<file path="src/rtl/bt656_frame_encoder.sv">
// -----------------------------------------------------------------------------
// bt656_frame_encoder
//
// Produces a 625-line interlaced ITU-R BT.656 byte stream: EAV/SAV timing
// codes, 80/10 blanking fill, and active video pulled from the frame-buffer
// read path. One byte per 27 MHz clock.
//
// Ports:
//   clk         27 MHz byte clock
//   rst         asynchronous reset, active-high
//   en          run enable; low parks the generator at line 1, pos 0
//   pix_data    active-video byte, valid the cycle after pix_rd
//   pix_rd      request for the next active byte (combinational from counters)
//   bt_data     registered BT.656 byte stream
//   field       F bit of the byte on bt_data
//   vblank      V bit of the byte on bt_data
//   hblank      high while the byte on bt_data is outside the active window
//   frame_start one-cycle pulse with the FF of the line-1 EAV
//   line_num    line (1..625) of the byte on bt_data
// -----------------------------------------------------------------------------
module bt656_frame_encoder #(
  parameter int LINE_BYTES   = 1728,
  parameter int ACTIVE_BYTES = 1440
) (
  input  logic       clk,
  input  logic       rst,
  input  logic       en,
  input  logic [7:0] pix_data,
  output logic       pix_rd,
  output logic [7:0] bt_data,
  output logic       field,
  output logic       vblank,
  output logic       hblank,
  output logic       frame_start,
  output logic [9:0] line_num
);

  // First active byte position; both widths are even so A0 is even and the
  // fill pattern can key directly off pos[0].
  localparam logic [10:0] A0       = 11'(LINE_BYTES - ACTIVE_BYTES);
  localparam logic [10:0] SAV_FF   = 11'(LINE_BYTES - ACTIVE_BYTES - 4);
  localparam logic [10:0] SAV_Z1   = 11'(LINE_BYTES - ACTIVE_BYTES - 3);
  localparam logic [10:0] SAV_Z2   = 11'(LINE_BYTES - ACTIVE_BYTES - 2);
  localparam logic [10:0] SAV_XY   = 11'(LINE_BYTES - ACTIVE_BYTES - 1);
  localparam logic [10:0] POS_LAST = 11'(LINE_BYTES - 1);
  localparam logic [10:0] RD_LAST  = 11'(LINE_BYTES - 2);

  function automatic logic [7:0] timing_xy(input logic f, input logic v, input logic h);
    return {1'b1, f, v, h, v ^ h, f ^ h, f ^ v, f ^ v ^ h};
  endfunction

  // 00 and FF are reserved for timing codes and must never appear in video.
  function automatic logic [7:0] clip_video(input logic [7:0] b);
    if (b == 8'h00)      return 8'h01;
    else if (b == 8'hFF) return 8'hFE;
    else                 return b;
  endfunction

  logic [10:0] pos_q, pos_d;
  logic [9:0]  line_q, line_d;
  logic [7:0]  bt_data_q, bt_data_d;
  logic        field_q, field_d;
  logic        vblank_q, vblank_d;
  logic        hblank_q, hblank_d;
  logic        frame_start_q, frame_start_d;
  logic [9:0]  line_num_q, line_num_d;

  logic        f_cur;
  logic        v_cur;
  logic [7:0]  byte_cur;

  always_comb begin
    f_cur = (line_q >= 10'd313);
    v_cur = (line_q <= 10'd22) || ((line_q >= 10'd311) && (line_q <= 10'd335)) ||
            (line_q >= 10'd624);

    // Strobe one cycle ahead of each active byte so pix_data lands in time.
    pix_rd = en && !v_cur && (pos_q >= SAV_XY) && (pos_q <= RD_LAST);

    if ((pos_q == 11'd0) || (pos_q == SAV_FF)) begin
      byte_cur = 8'hFF;
    end else if ((pos_q == 11'd1) || (pos_q == 11'd2) ||
                 (pos_q == SAV_Z1) || (pos_q == SAV_Z2)) begin
      byte_cur = 8'h00;
    end else if (pos_q == 11'd3) begin
      byte_cur = timing_xy(f_cur, v_cur, 1'b1);
    end else if (pos_q == SAV_XY) begin
      byte_cur = timing_xy(f_cur, v_cur, 1'b0);
    end else if ((pos_q >= A0) && !v_cur) begin
      byte_cur = clip_video(pix_data);
    end else begin
      byte_cur = pos_q[0] ? 8'h10 : 8'h80;
    end

    pos_d         = 11'd0;
    line_d        = 10'd1;
    bt_data_d     = 8'h10;
    field_d       = 1'b0;
    vblank_d      = 1'b1;
    hblank_d      = 1'b1;
    frame_start_d = 1'b0;
    line_num_d    = 10'd1;

    if (en) begin
      if (pos_q == POS_LAST) begin
        pos_d  = 11'd0;
        line_d = (line_q == 10'd625) ? 10'd1 : line_q + 10'd1;
      end else begin
        pos_d  = pos_q + 11'd1;
        line_d = line_q;
      end
      bt_data_d     = byte_cur;
      field_d       = f_cur;
      vblank_d      = v_cur;
      hblank_d      = (pos_q < A0);
      frame_start_d = (pos_q == 11'd0) && (line_q == 10'd1);
      line_num_d    = line_q;
    end
  end

  always_ff @(posedge clk or posedge rst) begin
    if (rst) begin
      pos_q         <= 11'd0;
      line_q        <= 10'd1;
      bt_data_q     <= 8'h10;
      field_q       <= 1'b0;
      vblank_q      <= 1'b1;
      hblank_q      <= 1'b1;
      frame_start_q <= 1'b0;
      line_num_q    <= 10'd1;
    end else begin
      pos_q         <= pos_d;
      line_q        <= line_d;
      bt_data_q     <= bt_data_d;
      field_q       <= field_d;
      vblank_q      <= vblank_d;
      hblank_q      <= hblank_d;
      frame_start_q <= frame_start_d;
      line_num_q    <= line_num_d;
    end
  end

  assign bt_data     = bt_data_q;
  assign field       = field_q;
  assign vblank      = vblank_q;
  assign hblank      = hblank_q;
  assign frame_start = frame_start_q;
  assign line_num    = line_num_q;

endmodule

</file>
<file path="config.mk">
export PLATFORM = sky130hd
export DESIGN_NAME = bt656_frame_encoder
export DESIGN_NICKNAME = d
export VERILOG_FILES = /design/src/rtl/bt656_frame_encoder.sv
export SDC_FILE = /design/constraint.sdc
export NUM_CORES = 1
export LEC_CHECK = 0
export BUFFER_PORTS_ARGS = -buffer_cell sky130_fd_sc_hd__clkbuf_2
export CELL_PAD_IN_SITES_DETAIL_PLACEMENT = 1
export CELL_PAD_IN_SITES_GLOBAL_PLACEMENT = 2
export CORE_MARGIN = 2
export CORE_UTILIZATION = 30
export CTS_BUF_LIST = sky130_fd_sc_hd__clkbuf_8
export CTS_CLUSTER_SIZE = 28
export DETAILED_ROUTE_END_ITERATION = 8
export PLACE_DENSITY = 0.76
export SLEW_MARGIN = 20
export SYNTH_ARGS = -nofsm -noshare
export SYNTH_HDL_FRONTEND = slang
export SYNTH_SLANG_ARGS = --single-unit
</file>
<file path="constraint.sdc">
create_clock -name clk -period 2.3 [get_ports clk]
set_input_delay 0.23 -clock clk [delete_from_list [all_inputs] [get_ports clk]]
set_output_delay 0.23 -clock clk [all_outputs]
set_load 0.02 [all_outputs]
</file>
==> summary.txt <==
STA
  – Setup violations, final: 0
  – Final clock skew: 8.67 ps
  – Final Max Slew Viols: 0
  – Fin. Hold Viols: 0
  – Peak Freq: approximately 440 MHz
  – RSZ-0062 raised after global routing: yes
  – Setup TNS Final: 0 ps
  – Slew margin rel.: 67.8%
  – Fin crit share: 97.8%
  – Final min period: 2250 ps
  – Worst-Margin Slew: roughly 480 ps

Global route
  – Initial antenna violation count: 0
  – Largest net degree at the start of global routing: 24
  – GRT Util Overall: approximately 17%
  – Number of global-route vias before repair: 2312
  – First-pass GRT wire length: 11500 µm
  – Gr ovfl total: 0

Power and ir drop
  – Gate power share: 11.4%
  – P per Cell Area: 534 nW/µm²
  – Final Power: between 0.0015 and 0.002 W
  – Maximum VDD drop: around 0.24 mV
  – Clock power frac: 41.7%
  – P_int: 0.00128 W
  – Sequential power share: 46.8%
  – Switching Power: 0.000406 W
  – Leakage: 1.42 nW
  – Sw Share: 24.1%

Yosys
  – Synth Register Bits: 43
  – Cell taking the most area after synthesis: dfrtp_1
  – Sequential area share after synthesis: around 44%
  – Cell variety after synth: 53
  – Post-synthesis area per instance: just over 9 µm²
  – Share of flip-flops with an asynchronous set or reset: 100%
  – Post-Syn Nets: 285
  – Ranking of synthesized cells by area: dfrtp_1, dfstp_2, nand2_1
  – Ys flop type: dfrtp_1
  – Yosys warnings: 0
  – Synth Cell Area: 2450 µm²
  – Number of flops mapped to enable cells by yosys: 0
  – Top cell type's share of synthesized area: 38.8%
  – Post-Synthesis Cells: 266

Finish
  – Share of layout cells above drive strength 1: between 30% and 40%
  – Nets@finish: between 300 and 400
  – Area growth, synth to finish: 28.6%
  – # diodes: 0
  – Final Util: 40.4%
  – Non-filler cells, final: 426

Run
  – Max Cap Viol: 0

Detailed routing
  – Routed wire per std cell: 16.0 µm
  – Vias: 2158
  – Total Wirelength: between 6000 and 7000 µm
  – Via-to-Cell Ratio: 5.07
  – DR iter-0 viols: 77
  – Residual DRC: 0
  – Drt first pass iters: 4
  – Antenna Violating Nets Remaining: 0

Placed design
  – Cells after DPL: 407
  – DP HPWL: 5000 µm
  – GPL Wtd Cong: 0.805
  – Port Buf Inserts: 33

Clock tree
  – Clk root buf: clkbuf_8
  – Sink Count: 43
  – Worst-path clk slew: approximately 80 ps
  – Clock buffer depth: 2
  – TritonCTS clock tree: yes
  – Num CTS Buffers: 5
  – CTS HTree Levels: 2
  – Clk_lat worst skew: 300 ps

Critical path
  – Worst Path Arrival: 2020 ps
  – Critical Path Fanout Max: 3
  – Worst Setup End Kind: primary output
  – Crit path kind: reg2out
  – Critical Path Start Type: flip-flop
  – Req. time, crit path: ~2100 ps

Floorplanning
  – # rows: 32
  – I/O pin count: 34
  – Die width: 94.4 µm
  – Initial Utilization: 31.4%
  – CORE AREA: 7810 µm²
  – Die area: 8910 µm²
  – Die Ht: 94.4 µm

Min path
  – Hold crit path type: in2reg

Outcome
  – Status: completed
## metrics by stage
stage	cell area, µm²	setup WS [ps]	hold WS (ps)
2_1_floorplan	2450	95.1	366
5_1_grt	3150	-54.0	207
3_3_place_gp	2830	216	257
6_report	3150	49.9	195
4_1_cts	3070	1.24	198
3_5_place_dp	2830	158	263
## flip-flops by register name, indices dropped and copies added, names as in the netlist
register     count
pos_q           11
line_num        10
line_q          10
bt_data          8
field            1
frame_start      1
hblank           1
vblank           1
## power groups by stage
stage | logic, W | clock network (W) | registers, W
2_1_floorplan | 0.0000973 | 0 | 0.000824
3_3_place_gp | 0.000188 | 0 | 0.000802
3_5_place_dp | 0.000189 | 0 | 0.000804
4_1_cts | 0.000191 | 0.000724 | 0.000789
5_1_grt | 0.000215 | 0.000761 | 0.000792
6_report | 0.000193 | 0.000703 | 0.000789
## layout make-up
cell class / instances / area (µm²)
Timing Repair Buffer: 67 / 429
Tap cell: 102 / 128
Fill cell: 925 / 4660
Clock buffer: 5 / 68.8
Sequential cell: 43 / 1090
Clock inverter: 3 / 63.8
Inverter: 10 / 37.5
Multi-Input combinational cell: 196 / 1340
## worst paths after layout
kind | startpoint | endpoint | slack [ps] | cells after the start
worst max register to register | line_q[0] | line_q[2] | 110 | 8
min in group asynchronous | rst | bt_data[7] | 480 | 4
worst max-delay path | line_q[0] | pix_rd | 50 | 8
worst min-delay path | pix_data[6] | bt_data[6] | 190 | 3
max in group asynchronous | rst | line_q[0] | 1510 | 4
worst min register to register | line_q[7] | frame_start | 590 | 2
## placed cells by master (no fill, tap or decap), types with 2 or more instances in the layout
master and n:
and3_1 2, dfstp_2 5, nor3_1 5, or2_2 2, nor2_1 18, o21ai_1 4
ha_4 2, mux2i_1 3, nand4_1 8, nor4_1 3, dfrtp_2 3, clkbuf_2 32
bufinv_16 2, a21oi_1 10, a21o_1 3, nand2_1 29, clkbuf_8 5, o21ai_0 19
inv_1 9, nand3_1 13, o31ai_1 6, xnor2_1 5, dfrtp_1 35, nor2b_1 5
a31oi_1 5, buf_4 33, ha_1 6, and2_1 12, xor2_1 4
## critical path, stage by stage (launching register included)
cell and delay (ps):
dfstp_2 580, inv_2 60, ha_4 140, nand2b_4 140, o2111ai_4 210, o211a_1 220
nand2_2 80, nor3_2 130, buf_4 160
## metal layers
metal	up-vias	GRT usage (%)	wire (µm)
met5	-	0	0
met4	0	5.56	104
met3	8	2.47	208
met2	40	28.8	3380
met1	1056	21.0	3150
li1	1054	-	-
## Yosys cell counts, types with 3 or more instances
cell	instances
a21o_1	3
a21oi_1	11
a31oi_1	5
and2_1	12
buf_2	4
clkbuf_1	10
dfrtp_1	38
dfstp_2	5
ha_1	8
inv_1	10
mux2i_1	3
nand2_1	30
nand3_1	13
nand4_1	8
nor2_1	18
nor2b_1	5
nor3_1	7
nor4_1	3
o21ai_0	19
o21ai_1	4
o31ai_1	6
xnor2_1	5
xor2_1	4
## timing repair
item | CTS | global route
resized for setup | 13 | 10
hold buffers | 1 | 0
buffers inserted | 6 | 4
endpoints found under the hold margin | 38 | 0
setup endpoints to repair | 1 | 2
pin swaps | 5 | 6
## cells by family after synthesis
| group | synth area share (%) |
|---|---|
| adders and majority gates | 4.08 |
| and+or+nand+nor | 23.6 |
| buffers and inverters | 5.11 |
| AOI/OAI and AO/OA | 18.6 |
| xor gates and xnor gates | 3.22 |
| DFF | 44.2 |
| muxes | 1.23 |
(Power assumes the default switching activity.)
